--- config.mk ---
export PLATFORM = sky130hd
export DESIGN_NAME = mutation_fsm
export DESIGN_NICKNAME = d
export VERILOG_FILES = /design/src/rtl/ga_pkg.sv /design/src/rtl/ga_lfsr16.sv /design/src/rtl/mutation_fsm.sv
export SDC_FILE = /design/constraint.sdc
export NUM_CORES = 1
export LEC_CHECK = 0
export CAP_MARGIN = 5
export CORE_ASPECT_RATIO = 1.5
export CORE_UTILIZATION = 45
export CTS_CLUSTER_DIAMETER = 40
export DETAILED_ROUTE_END_ITERATION = 10
export GPL_TIMING_DRIVEN = 0
export PLACE_DENSITY_LB_ADDON = 0.08
export SLEW_MARGIN = 25
export SYNTH_ARGS = -nofsm -noshare
export SYNTH_HDL_FRONTEND = slang
export SYNTH_SLANG_ARGS = --single-unit
export TNS_END_PERCENT = 30
--- constraint.sdc ---
create_clock -name CLOCK_50 -period 2 [get_ports CLOCK_50]
set_clock_uncertainty 0.15 [all_clocks]
set_input_delay 0.4 -clock CLOCK_50 [delete_from_list [all_inputs] [get_ports CLOCK_50]]
set_output_delay 0.4 -clock CLOCK_50 [all_outputs]
set_load 0.02 [all_outputs]
--- src/rtl/ga_pkg.sv ---
// Shared GA definitions: controller/mutation state codes, population geometry defaults and the LFSR step.
package ga_pkg;

  localparam int POP_DEF    = 8;
  localparam int GENES_DEF  = 16;
  localparam int GENE_W_DEF = 8;

  typedef enum logic [2:0] {
    CTRL_INITIAL   = 3'b000,
    CTRL_FITNESS   = 3'b001,
    CTRL_SELECT    = 3'b010,
    CTRL_MUTATION  = 3'b011,
    CTRL_FINISHED  = 3'b100
  } ctrl_state_e;

  typedef enum logic [3:0] {
    MUT_IDLE     = 4'b0000,
    MUT_RD       = 4'b0001,
    MUT_WAIT     = 4'b0010,
    MUT_MUTATE   = 4'b0011,
    MUT_WR       = 4'b0100,
    MUT_FINISHED = 4'b1001
  } mut_state_e;

  // Fibonacci taps 16,14,13,11; shift left with feedback into bit 0.
  function automatic logic [15:0] lfsr16_next(input logic [15:0] v);
    return {v[14:0], v[15] ^ v[13] ^ v[12] ^ v[10]};
  endfunction

endpackage

--- src/rtl/ga_lfsr16.sv ---
// 16-bit Fibonacci LFSR; steps once per cycle with advance high, loads seed on reset.
// No backpressure: value is always valid.
module ga_lfsr16
  import ga_pkg::*;
(
  input  logic        clock,
  input  logic        reset,
  input  logic        advance,
  input  logic [15:0] seed,
  output logic [15:0] value
);

  logic [15:0] value_q;
  logic [15:0] value_d;

  always_comb begin
    value_d = value_q;
    if (advance) begin
      value_d = lfsr16_next(value_q);
    end
  end

  always_ff @(posedge clock or negedge reset) begin
    if (!reset) begin
      value_q <= seed;
    end else begin
      value_q <= value_d;
    end
  end

  assign value = value_q;

endmodule

--- src/rtl/mutation_fsm.sv ---
// Copies the elite chromosome over rows 1..POP-1, randomly mutating genes; 4 cycles per gene written.
// The controller gates progress: leaving the mutation phase aborts to IDLE on the same edge.
module mutation_fsm
  import ga_pkg::*;
#(
  parameter int          POP       = POP_DEF,
  parameter int          GENES     = GENES_DEF,
  parameter int          GENE_W    = GENE_W_DEF,
  parameter logic [4:0]  MUT_RATE  = 5'd2,
  parameter logic [15:0] LFSR_SEED = 16'hACE1
) (
  input  logic              CLOCK_50,
  input  logic              reset,
  input  logic [2:0]        state_controller,
  output logic [3:0]        state_mutationFSM,
  output logic [6:0]        mem_addr,
  input  logic [GENE_W-1:0] mem_rdata,
  output logic [GENE_W-1:0] mem_wdata,
  output logic              mem_we,
  output logic [7:0]        mutation_count
);

  localparam int CW = (POP > 1) ? $clog2(POP) : 1;
  localparam int GW = (GENES > 1) ? $clog2(GENES) : 1;

  mut_state_e        state_q, state_d;
  logic [CW-1:0]     chrom_q, chrom_d;
  logic [GW-1:0]     gidx_q, gidx_d;
  logic [GENE_W-1:0] gene_q, gene_d;
  logic [7:0]        mcount_q, mcount_d;

  logic [15:0] lfsr_value;
  logic        lfsr_adv;
  logic        run;
  logic [6:0]  wr_addr;
  logic        lfsr_unused;

  ga_lfsr16 u_lfsr (
    .clock   (CLOCK_50),
    .reset   (reset),
    .advance (lfsr_adv),
    .seed    (LFSR_SEED),
    .value   (lfsr_value)
  );

  // Only the low nibble (decision) and high byte (replacement gene) are consumed.
  assign lfsr_unused = ^lfsr_value[7:4];

  assign run     = (state_controller == CTRL_MUTATION);
  assign wr_addr = 7'(int'(chrom_q) * GENES + int'(gidx_q));

  always_comb begin
    state_d   = state_q;
    chrom_d   = chrom_q;
    gidx_d    = gidx_q;
    gene_d    = gene_q;
    mcount_d  = mcount_q;
    lfsr_adv  = 1'b0;
    mem_addr  = 7'd0;
    mem_wdata = '0;
    mem_we    = 1'b0;

    case (state_q)
      MUT_IDLE: begin
        if (run) begin
          state_d  = MUT_RD;
          chrom_d  = CW'(1);
          gidx_d   = '0;
          mcount_d = 8'd0;
        end
      end

      MUT_RD: begin
        mem_addr = 7'(gidx_q);
        state_d  = run ? MUT_WAIT : MUT_IDLE;
      end

      MUT_WAIT: begin
        gene_d  = mem_rdata;
        state_d = run ? MUT_MUTATE : MUT_IDLE;
      end

      MUT_MUTATE: begin
        lfsr_adv = 1'b1;
        if ({1'b0, lfsr_value[3:0]} < MUT_RATE) begin
          gene_d = GENE_W'(lfsr_value[15:8]);
          if (mcount_q != 8'hFF) begin
            mcount_d = mcount_q + 8'd1;
          end
        end
        state_d = run ? MUT_WR : MUT_IDLE;
      end

      MUT_WR: begin
        mem_addr  = wr_addr;
        mem_wdata = gene_q;
        mem_we    = 1'b1;
        // The strobe above lands on this edge even when aborting.
        if (!run) begin
          state_d = MUT_IDLE;
        end else if (int'(gidx_q) < GENES - 1) begin
          gidx_d  = gidx_q + GW'(1);
          state_d = MUT_RD;
        end else if (int'(chrom_q) < POP - 1) begin
          gidx_d  = '0;
          chrom_d = chrom_q + CW'(1);
          state_d = MUT_RD;
        end else begin
          state_d = MUT_FINISHED;
        end
      end

      MUT_FINISHED: begin
        if (!run) begin
          state_d = MUT_IDLE;
        end
      end

      default: begin
        state_d = MUT_IDLE;
      end
    endcase
  end

  always_ff @(posedge CLOCK_50 or negedge reset) begin
    if (!reset) begin
      state_q  <= MUT_IDLE;
      chrom_q  <= '0;
      gidx_q   <= '0;
      gene_q   <= '0;
      mcount_q <= 8'd0;
    end else begin
      state_q  <= state_d;
      chrom_q  <= chrom_d;
      gidx_q   <= gidx_d;
      gene_q   <= gene_d;
      mcount_q <= mcount_d;
    end
  end

  assign state_mutationFSM = state_q;
  assign mutation_count    = mcount_q;

endmodule

=== Yosys cells after proc, flatten, opt, wreduce, memory -nomap -nowiden ===
Cells that the tools add are included.
W data, S select, Z words.

* Reduce and logical (&&, ||, !) cells: 9
* $mul: 0
* Bitwise gates (word level): 3
* Add/sub/neg operators: 4
* Shifts and indexed selects: 0
* Equal/unequal tests: 15
* $lt $le $gt $ge: 3
* Mux-type cells: 29
* Div/mod/pow operators: 0

{| class="wikitable"
|+ Operator list
! kind !! number
|-
| $mux W8 || 5
|-
| $mux W4 || 9
|-
| $pmux W8 S2 || 2
|-
| $pmux W4 S6 || 1
|-
| $mux W3 || 5
|-
| $ne A2 B2 Y1 const B || 7
|-
| $pmux W7 S2 || 1
|-
| $add A8 B1 Y8 const B || 1
|-
| $eq A4 B2 Y1 const B || 2
|-
| $ne A8 B8 Y1 const B || 1
|-
| $pmux W4 S2 || 1
|-
| $reduce_and A4 Y1 || 2
|-
| $add A7 B4 Y7 || 1
|-
| $pmux W3 S2 || 1
|-
| $reduce_bool A2 Y1 || 3
|-
| $reduce_and A5 Y1 || 1
|-
| $add A4 B1 Y4 const B || 1
|-
| $eq A4 B1 Y1 const B || 1
|-
| $eq A4 B3 Y1 const B || 1
|-
| $eq A4 B4 Y1 const B || 1
|-
| $logic_not A4 Y1 || 1
|-
| $lt A4 B2 Y1 const B || 1
|-
| $lt A4 B4 Y1 const B || 1
|-
| $mux W2 || 2
|-
| 7 further kinds || 11
|}

* Latch bits: 0
* Output and inout port bits: 28
* ROM bits: 0
* RAM bits: 0
* Bits in registers: 43
* Word-level logic and storage cells: 69
* Memories kept: 0
* Input bits: 13

=== Depth between registers and ports, before layout ===
Gate-level depths: netlist of run 1.

* Word-level depth: 5
* Mapped depth: 7
* Mapped depth without buffers: 5

=== Worst setup path before layout of run 1 ===
Ideal clock, no wire load.

* Path kind: reg-to-output
* Start: reg state_q[1], in the netlist state_mutationFSM[1]
* End: out mem_addr[4]
* Slack: 0.029 ns
* Required time: 1.450 ns
* Stages on the path, launching flop included: 5
* Arrival time: 1.421 ns
* Path through: dfrtp_1 -> buf_6 -> nor3_2 -> clkbuf_1 -> and3_1

* Longest elaborated chain between the ends: 2
* Elaborated cells on any way between the ends: 3

{| class="wikitable"
|+ RTL lines
! element !! line !! text
|-
| start, declared || mutation_fsm.sv:26 || <nowiki>mut_state_e state_q, state_d;</nowiki>
|-
| start signal, assigned || mutation_fsm.sv:133 || <nowiki>state_q <= state_d;</nowiki>
|-
| $eq A4 B3 Y1 / $eq A4 B1 Y1 (equally long branches) || mutation_fsm.sv:63 || <nowiki>case (state_q)</nowiki>
|-
| $pmux W7 S2 (*) || mutation_fsm.sv:63 ||
|-
| end, declared || mutation_fsm.sv:16 || <nowiki>output logic [6:0] mem_addr,</nowiki>
|}

Mark *: on every way between the ends. The rest lies on a longest branch, timed or not.

=== Worst setup path after layout of run 1 ===
* Start: reg state_q[0], in the netlist state_mutationFSM[0]
* End: out mem_wdata[5]

* Longest elaborated chain between the ends: 2

{| class="wikitable"
|+ RTL lines
! element !! line !! text
|-
| $eq A4 B3 Y1 || mutation_fsm.sv:63 ||
|-
| $mux W8 || mutation_fsm.sv:63 ||
|-
| end, declared || mutation_fsm.sv:18 || <nowiki>output logic [GENE_W-1:0] mem_wdata,</nowiki>
|}

No other way between the ends.

==> run_summary.xml, run 1 <==
<?xml version="1.0" encoding="UTF-8"?>
<metrics>
  <group name="run_status">
    <metric name="run_status" unit="">complete, but fails checks</metric>
    <metric name="failed_checks" unit="">negative setup slack</metric>
  </group>
  <group name="grt">
    <metric name="globalRouteMet2Util" unit="%">38.7</metric>
    <metric name="antenna_violations_before_repair" unit="">0</metric>
    <metric name="grt_pass1_vias" unit="">1932</metric>
    <metric name="wire_length_of_the_first_global_routing_pass" unit="microns">8700</metric>
    <metric name="met1_usage" unit="%">24.9</metric>
    <metric name="grt_max_degree" unit="">25</metric>
    <metric name="globalRoute.busiestLayer" unit="">met2</metric>
    <metric name="grt_overflow_total" unit="">0</metric>
    <metric name="track_usage" unit="%">21.8</metric>
    <metric name="use_met3" unit="%">3.65</metric>
  </group>
  <group name="power">
    <metric name="static_leakage" unit="uW">0.00154</metric>
    <metric name="p_per_area" unit="nW/um^2">582</metric>
    <metric name="power.total" unit="uW">1760</metric>
    <metric name="vdd_ir_drop_max" unit="mV">0.364</metric>
  </group>
  <group name="worst_setup_path">
    <metric name="timing.critical_path.slowest_cell_delay" unit="ns">0.39</metric>
    <metric name="crit_path_top_delay_cell" unit="">sky130_fd_sc_hd__dfrtp_1</metric>
    <metric name="crit_path_start_kind" unit="">flip-flop</metric>
    <metric name="critical_path_s_top_delay_family" unit="">buffers and inverters</metric>
    <metric name="required" unit="ns">1.45</metric>
    <metric name="worstPathArrival" unit="ns">1.59</metric>
    <metric name="critical_path_sink" unit="">mem_wdata[5]</metric>
    <metric name="path_max_fanout" unit="">5</metric>
    <metric name="critical_path.reg2reg.endpoint" unit="">gene_q[7]</metric>
    <metric name="crit_path_start" unit="">state_mutationFSM[0]</metric>
    <metric name="worst_r2r_path_depth" unit="">6</metric>
    <metric name="endpoint_kind" unit="">output port</metric>
    <metric name="worstPathBufferInverterCount" unit="">3</metric>
    <metric name="worstSetupPathDepth" unit="">5</metric>
    <metric name="crit_path_frequent_cell" unit="">sky130_fd_sc_hd__buf_6</metric>
    <metric name="ff_to_ff_start" unit="">state_mutationFSM[0]</metric>
    <metric name="r2r_slack" unit="ns">0.05</metric>
    <metric name="crit_chain" unit="">buf_6 -&gt; nor3_4 -&gt; clkbuf_8 -&gt; and3_4 -&gt; buf_6</metric>
    <metric name="criticalPathCategory" unit="">reg2out</metric>
  </group>
  <group name="cts">
    <metric name="tritoncts" unit="">built</metric>
    <metric name="cts_root_buf" unit="">sky130_fd_sc_hd__clkbuf_8</metric>
    <metric name="cts_buffers" unit="">5</metric>
    <metric name="cts.sink_count" unit="">43</metric>
    <metric name="cts_htree_levels" unit="">2</metric>
    <metric name="cts-root-to-sink-buffers" unit="">2</metric>
    <metric name="clk-insertion-delay-late" unit="ns">0.30</metric>
    <metric name="clock_pin_slew_worst_setup_and_hold_paths" unit="ns">0.08</metric>
  </group>
  <group name="timing">
    <metric name="relSlewSlack" unit="%">64.6</metric>
    <metric name="clock.fmax" unit="GHz">0.467</metric>
    <metric name="setup_repair_after_global_routing_missed_its_margin" unit="">yes</metric>
    <metric name="layout_worst_path_cycle_share" unit="%">107</metric>
    <metric name="finalHoldViolCount" unit="">0</metric>
    <metric name="slew_violations" unit="">0</metric>
    <metric name="tns" unit="ns">-1.92</metric>
    <metric name="worst_slack_setup_final" unit="ns">-0.143</metric>
    <metric name="report.final.setup_viol" unit="">16</metric>
    <metric name="final.min_clock_period" unit="ns">2.14</metric>
    <metric name="max_slew.worst_pin.slew" unit="ns">0.528</metric>
  </group>
  <group name="placed_design">
    <metric name="hpwlAfterDp" unit="microns">3650</metric>
    <metric name="placedCellCount" unit="">346</metric>
    <metric name="gpl.final_weighted_congestion" unit="">0.796</metric>
    <metric name="io_buffer_count" unit="">40</metric>
    <metric name="total_cell_area_at_the_placement_stage" unit="sq um">2770</metric>
  </group>
  <group name="floorplanning">
    <metric name="starting_density_of_the_core" unit="%">46.7</metric>
    <metric name="coreArea" unit="sq um">4850</metric>
    <metric name="std_cell_rows" unit="">31</metric>
    <metric name="design.portCount" unit="">41</metric>
    <metric name="die-area" unit="sq um">5320</metric>
    <metric name="fp.dieH" unit="microns">88.8</metric>
    <metric name="die_w" unit="microns">59.9</metric>
  </group>
  <group name="synthesis">
    <metric name="synth-edff-count" unit="">0</metric>
    <metric name="most_common_cell_in_the_netlist" unit="">sky130_fd_sc_hd__nand2_1</metric>
    <metric name="netlist.top_cell.by_area" unit="">sky130_fd_sc_hd__dfrtp_1</metric>
    <metric name="synthCells" unit="">239</metric>
    <metric name="synthTopCellsByArea" unit="">sky130_fd_sc_hd__dfrtp_1, sky130_fd_sc_hd__nand2_1, sky130_fd_sc_hd__dfstp_2</metric>
    <metric name="synth_top_area_share" unit="%">38.7</metric>
    <metric name="mappedNetlistNets" unit="">255</metric>
    <metric name="asyncSetResetFlopFracSynth" unit="%">100</metric>
    <metric name="synth_cell_type_count" unit="">48</metric>
    <metric name="synth_area" unit="sq um">2260</metric>
    <metric name="yosysWarningCount" unit="">0</metric>
    <metric name="synth_top_cells_by_count" unit="">sky130_fd_sc_hd__nand2_1, sky130_fd_sc_hd__dfrtp_1, sky130_fd_sc_hd__and3_1, sky130_fd_sc_hd__o21ai_0</metric>
    <metric name="ys_ff_latch" unit="">43</metric>
    <metric name="syn-mean-instance-area" unit="sq um">9.47</metric>
    <metric name="dominantRegCellSynth" unit="">sky130_fd_sc_hd__dfrtp_1</metric>
    <metric name="synth_sequential_area_ratio" unit="%">48.0</metric>
  </group>
  <group name="detailed_routing">
    <metric name="ant_nets" unit="">0</metric>
    <metric name="wl_per_cell" unit="microns">14.1</metric>
    <metric name="drc_errors" unit="">0</metric>
    <metric name="vias" unit="">1910</metric>
    <metric name="drtIter0Drc" unit="">95</metric>
    <metric name="final_routed_wirelength" unit="microns">5130</metric>
    <metric name="firstDrtPassIters" unit="">4</metric>
    <metric name="drt-vias-per-instance" unit="">5.25</metric>
  </group>
  <group name="final_layout">
    <metric name="antenna-diode-count" unit="">0</metric>
    <metric name="post_layout_nonfiller_instances" unit="">364</metric>
    <metric name="post_layout_util" unit="%">62.4</metric>
    <metric name="nets" unit="">313</metric>
    <metric name="fraction_of_layout_instances_using_a_drive_strength_above_1" unit="%">24.2</metric>
    <metric name="design_area" unit="sq um">3030</metric>
    <metric name="nFillCells" unit="">439</metric>
    <metric name="area_growth_syn_to_layout" unit="%">33.8</metric>
  </group>
  <group name="job">
    <metric name="drv.max_cap_violation_count" unit="">0</metric>
  </group>
  <group name="worst_hold_path">
    <metric name="holdCritPathClass" unit="">reg2reg</metric>
  </group>
</metrics>
## stage by stage
step,hold WS [ns],setup slack [ns]
global route,0.323,-0.201
global placement,0.300,-0.832
detailed placement,0.261,-0.610
floorplan,-0.0456,0.0287
finish,0.310,-0.143
CTS,0.315,-0.176
## report_power, final
part           switching (uW)  internal, uW  total, uW
Combinational            91.9          94.2        186
Clock                     290           315        605
Sequential               43.3           929        972
## kinds of logic after synthesis
logic type	synth area share (%)
AOI/OAI and AO/OA	15.0
xor gates and xnor gates	1.94
adders and majority gates	1.66
buffers and inverters	4.48
DFF	48.0
muxes	3.54
and+or+nand+nor	25.3
## flip-flops by register name, indices dropped and copies added (netlist names)
signal and cells:
u_lfsr.value 16, gene_q 8, mutation_count 8, gidx_q 4, state_mutationFSM 4, chrom_q 3
## worst register-to-register path, cell delays in order, from the launching register on
cell,delay (ns)
sky130_fd_sc_hd__dfrtp_1,0.36
sky130_fd_sc_hd__buf_6,0.13
sky130_fd_sc_hd__buf_4,0.13
sky130_fd_sc_hd__inv_1,0.06
sky130_fd_sc_hd__o211ai_1,0.45
sky130_fd_sc_hd__clkbuf_1,0.40
sky130_fd_sc_hd__o21ai_0,0.15
## metal layers
layer	up-vias	routed length, microns
met2	32	2690
met3	9	131
met5	-	0
met4	0	112
met1	904	2200
li1	965	-
## placed cells by master, fill, tap and decap left out, types with 4 or more instances in the layout
cell | netlist | final
sky130_fd_sc_hd__nor2_1 | 8 | 8
sky130_fd_sc_hd__dfstp_2 | 8 | 8
sky130_fd_sc_hd__a21oi_1 | 4 | 4
sky130_fd_sc_hd__buf_4 | 2 | 13
sky130_fd_sc_hd__o21ai_0 | 10 | 10
sky130_fd_sc_hd__dfrtp_1 | 35 | 34
sky130_fd_sc_hd__xnor2_1 | 4 | 4
sky130_fd_sc_hd__and2_1 | 5 | 5
sky130_fd_sc_hd__nand4_1 | 5 | 5
sky130_fd_sc_hd__and3_1 | 14 | 9
sky130_fd_sc_hd__and3_4 | 0 | 5
sky130_fd_sc_hd__clkbuf_8 | 0 | 9
sky130_fd_sc_hd__nand2_1 | 63 | 63
sky130_fd_sc_hd__nand3_1 | 6 | 6
sky130_fd_sc_hd__buf_2 | 5 | 8
sky130_fd_sc_hd__clkdlybuf4s50_1 | 0 | 20
sky130_fd_sc_hd__buf_6 | 3 | 14
sky130_fd_sc_hd__mux2i_1 | 8 | 8
sky130_fd_sc_hd__o21ai_1 | 7 | 7
## cell type report
cell class	count	area [sq um]	area share, %
timing repair buffer	52	522	17.2
buffer	12	85.1	2.81
sequential	43	1090	35.9
inverter	4	20.0	0.661
tap	66	82.6	2.73
multi-input combinational	179	1130	37.3
clock buffer	8	100	3.31
## worst min-delay path by stage
| stage | to | startpoint | cells after the start |
|---|---|---|---|
| final | u_lfsr.value[6] | u_lfsr.value[6] | 2 |
| after global routing | u_lfsr.value[5] | u_lfsr.value[5] | 2 |
| after CTS | u_lfsr.value[6] | u_lfsr.value[6] | 2 |
| after detailed placement | chrom_q[0] | reset | 1 |
| after global placement | u_lfsr.value[5] | u_lfsr.value[5] | 2 |
| after floorplan | chrom_q[0] | reset | 0 |
## repair_timing
action | CTS | global route
hold buffers | 1 | 0
endpoints found under the setup margin | 17 | 30
hold endpoints to repair | 19 | 0
gates resized for setup | 95 | 17
buffers inserted | 9 | 0
pin swaps | 2 | 2
gates cloned | 1 | 0
Power figures use the tool's default switching activity.
==> run 2: changes to the inputs <==
--- a/config.mk
+++ b/config.mk
@@ -5,13 +5,13 @@
 export SDC_FILE = /design/constraint.sdc
 export NUM_CORES = 1
 export LEC_CHECK = 0
-export CAP_MARGIN = 5
 export CORE_ASPECT_RATIO = 1.5
 export CORE_UTILIZATION = 45
 export CTS_CLUSTER_DIAMETER = 40
 export DETAILED_ROUTE_END_ITERATION = 10
 export GPL_TIMING_DRIVEN = 0
 export PLACE_DENSITY_LB_ADDON = 0.08
+export REMOVE_ABC_BUFFERS = 1
 export SLEW_MARGIN = 25
 export SYNTH_ARGS = -nofsm -noshare
 export SYNTH_HDL_FRONTEND = slang
==> run_summary.xml, run 2 (synthesized netlist as in run 1, its figures left out) <==
<?xml version="1.0" encoding="UTF-8"?>
<metrics>
  <group name="detailed_routing">
    <metric name="ant_nets" unit="">0</metric>
    <metric name="drtIter0Drc" unit="">94</metric>
    <metric name="final_routed_wirelength" unit="microns">5410</metric>
    <metric name="firstDrtPassIters" unit="">4</metric>
    <metric name="drc_errors" unit="">0</metric>
    <metric name="vias" unit="">1967</metric>
    <metric name="drt-vias-per-instance" unit="">5.46</metric>
    <metric name="wl_per_cell" unit="microns">15.0</metric>
  </group>
  <group name="timing">
    <metric name="tns" unit="ns">-0.0693</metric>
    <metric name="relSlewSlack" unit="%">57.4</metric>
    <metric name="final.min_clock_period" unit="ns">2.07</metric>
    <metric name="finalHoldViolCount" unit="">0</metric>
    <metric name="clock.fmax" unit="GHz">0.483</metric>
    <metric name="hold_slack" unit="ns">0.309</metric>
    <metric name="report.final.setup_viol" unit="">1</metric>
    <metric name="worst_slack_setup_final" unit="ns">-0.0693</metric>
    <metric name="setup_repair_after_global_routing_missed_its_margin" unit="">yes</metric>
    <metric name="layout_worst_path_cycle_share" unit="%">103</metric>
    <metric name="slew_violations" unit="">0</metric>
    <metric name="max_slew.worst_pin.slew" unit="ns">0.636</metric>
  </group>
  <group name="worst_setup_path">
    <metric name="r2r_slack" unit="ns">0.08</metric>
    <metric name="endpoint_kind" unit="">output port</metric>
    <metric name="crit_path_start_kind" unit="">flip-flop</metric>
    <metric name="worst_r2r_path_depth" unit="">6</metric>
    <metric name="path_max_fanout" unit="">4</metric>
    <metric name="timing.critical_path.slowest_cell_delay" unit="ns">0.59</metric>
    <metric name="crit_path_start" unit="">state_mutationFSM[3]</metric>
    <metric name="critical_path_s_top_delay_family" unit="">simple AND/OR/NAND/NOR gates</metric>
    <metric name="ff_to_ff_start" unit="">state_mutationFSM[1]</metric>
    <metric name="critical_path.reg2reg.endpoint" unit="">mutation_count[3]</metric>
    <metric name="worstPathBufferInverterCount" unit="">2</metric>
    <metric name="crit_chain" unit="">or4b_4 -&gt; clkinv_4 -&gt; buf_6</metric>
    <metric name="crit_path_top_delay_cell" unit="">sky130_fd_sc_hd__or4b_4</metric>
    <metric name="criticalPathCategory" unit="">reg2out</metric>
    <metric name="required" unit="ns">1.45</metric>
    <metric name="worstPathArrival" unit="ns">1.52</metric>
  </group>
  <group name="final_layout">
    <metric name="nets" unit="">309</metric>
    <metric name="final_common_cell" unit="">sky130_fd_sc_hd__nand2_1</metric>
    <metric name="design_area" unit="sq um">3000</metric>
    <metric name="area_growth_syn_to_layout" unit="%">32.6</metric>
    <metric name="largest_register_ffs" unit="">16</metric>
    <metric name="final_cell_mix" unit="">sky130_fd_sc_hd__nand2_1, sky130_fd_sc_hd__dfrtp_1, sky130_fd_sc_hd__clkdlybuf4s50_1</metric>
    <metric name="fraction_of_layout_instances_using_a_drive_strength_above_1" unit="%">25.5</metric>
    <metric name="nFillCells" unit="">452</metric>
    <metric name="antenna-diode-count" unit="">0</metric>
    <metric name="post_layout_util" unit="%">61.9</metric>
  </group>
  <group name="power">
    <metric name="static_leakage" unit="uW">0.00147</metric>
    <metric name="vdd_ir_drop_max" unit="mV">0.384</metric>
    <metric name="p_per_area" unit="nW/um^2">588</metric>
  </group>
  <group name="placed_design">
    <metric name="hpwlAfterDp" unit="microns">3270</metric>
    <metric name="total_cell_area_at_the_placement_stage" unit="sq um">2680</metric>
    <metric name="gpl.final_weighted_congestion" unit="">0.815</metric>
    <metric name="post_placement_setup_slack" unit="ns">-0.651</metric>
    <metric name="io_buffer_count" unit="">40</metric>
  </group>
  <group name="cts">
    <metric name="clk-insertion-delay-late" unit="ns">0.30</metric>
    <metric name="cts_buffers" unit="">5</metric>
    <metric name="clock_pin_slew_worst_setup_and_hold_paths" unit="ns">0.08</metric>
    <metric name="cts_root_buf" unit="">sky130_fd_sc_hd__clkbuf_8</metric>
    <metric name="cts.sink_count" unit="">43</metric>
    <metric name="tritoncts" unit="">built</metric>
    <metric name="cts-root-to-sink-buffers" unit="">2</metric>
    <metric name="cts_htree_levels" unit="">2</metric>
  </group>
  <group name="grt">
    <metric name="grt_overflow_total" unit="">0</metric>
    <metric name="grt_max_degree" unit="">30</metric>
    <metric name="wire_length_of_the_first_global_routing_pass" unit="microns">8980</metric>
    <metric name="antenna_violations_before_repair" unit="">0</metric>
    <metric name="track_usage" unit="%">22.8</metric>
    <metric name="grt_pass1_vias" unit="">1892</metric>
  </group>
  <group name="worst_hold_path">
    <metric name="min_path_cells" unit="">2</metric>
    <metric name="holdCritPathClass" unit="">reg2reg</metric>
    <metric name="worst_hold_startpoint" unit="">u_lfsr.value[6]</metric>
    <metric name="worstHoldEndpoint" unit="">u_lfsr.value[7]</metric>
  </group>
  <group name="run_status">
    <metric name="failed_checks" unit="">negative setup slack</metric>
    <metric name="run_status" unit="">complete, but fails checks</metric>
  </group>
  <group name="floorplanning">
    <metric name="starting_density_of_the_core" unit="%">46.7</metric>
    <metric name="coreArea" unit="sq um">4850</metric>
    <metric name="fp.dieH" unit="microns">88.8</metric>
    <metric name="design.portCount" unit="">41</metric>
    <metric name="std_cell_rows" unit="">31</metric>
    <metric name="die_w" unit="microns">59.9</metric>
    <metric name="die-area" unit="sq um">5320</metric>
  </group>
  <group name="job">
    <metric name="drv.max_cap_violation_count" unit="">0</metric>
  </group>
</metrics>
[run 2: changes by cell type in the layout (fill, tap and decap cells not counted), moves of 2 or more]
cell	before	now
sky130_fd_sc_hd__buf_4	13	17
sky130_fd_sc_hd__dfrtp_2	1	4
sky130_fd_sc_hd__dlymetal6s2s_1	3	0
sky130_fd_sc_hd__buf_2	8	4
sky130_fd_sc_hd__clkbuf_8	9	7
sky130_fd_sc_hd__dfrtp_1	34	31
sky130_fd_sc_hd__dlygate4sd2_1	0	4
[run 2: final cells by class]
| class | count | area (sq um) | area share [%] |
|---|---|---|---|
| flip-flops and latches | 43 | 1090 | 36.4 |
| well taps | 66 | 82.6 | 2.75 |
| inverters | 4 | 22.5 | 0.751 |
| repair buffers | 59 | 549 | 18.3 |
| multi-input cells | 180 | 1150 | 38.5 |
| clock buffers | 8 | 100 | 3.34 |
[run 2: through the flow]
| stage | std cells | power [uW] |
|---|---|---|
| after floorplan | 226 | 1060 |
| after global placement | 332 | 1140 |
| after detailed placement | 333 | 1150 |
| after CTS | 357 | 1780 |
| after global routing | 360 | 1840 |
| final | 360 | 1760 |
[run 2: worst max path at each step]
stage | to | slack (ns) | depth (start not counted)
floorplan | mutation_count[5] | -0.55 | 4
global placement | mutation_count[6] | -1.06 | 4
detailed placement | mem_wdata[0] | -0.65 | 3
CTS | mem_wdata[0] | -0.12 | 4
global route | mem_we | -0.09 | 3
finish | mem_we | -0.07 | 3
[run 2: layer usage]
layer  GRT usage, %  routed length [microns]
met2           40.0                     2820
met1           27.5                     2330
met4           9.51                      111
met3           3.07                      144
met5              0                        0
[run 2: worst min-delay path, stage by stage, from the launching register on]
cell,delay [ns]
sky130_fd_sc_hd__dfstp_2,0.37
sky130_fd_sc_hd__nand2_1,0.04
sky130_fd_sc_hd__nand2_1,0.04
[run 2: repair_timing]
item | CTS | global route
hold buffers | 1 | 0
pin swaps | 5 | 4
hold endpoints to repair | 11 | 0
resized for setup | 87 | 29
setup endpoints to repair | 59 | 21
setup buffers | 14 | 2
cloned | 1 | 0
[run 2: where the power goes]
group | total (uW) | switching [uW] | internal, uW
Combinational | 175 | 88.2 | 86.8
Sequential | 974 | 45.5 | 929
Clock | 615 | 299 | 315
==> run 3: changes to the inputs <==
--- a/config.mk
+++ b/config.mk
@@ -5,6 +5,7 @@
 export SDC_FILE = /design/constraint.sdc
 export NUM_CORES = 1
 export LEC_CHECK = 0
+export ABC_CLOCK_PERIOD_IN_PS = 2000
 export CORE_ASPECT_RATIO = 1.5
 export CORE_UTILIZATION = 45
 export CTS_CLUSTER_DIAMETER = 40
==> results of run 3 <==
Final layout, timing and power as in run 2 (identical DEF).
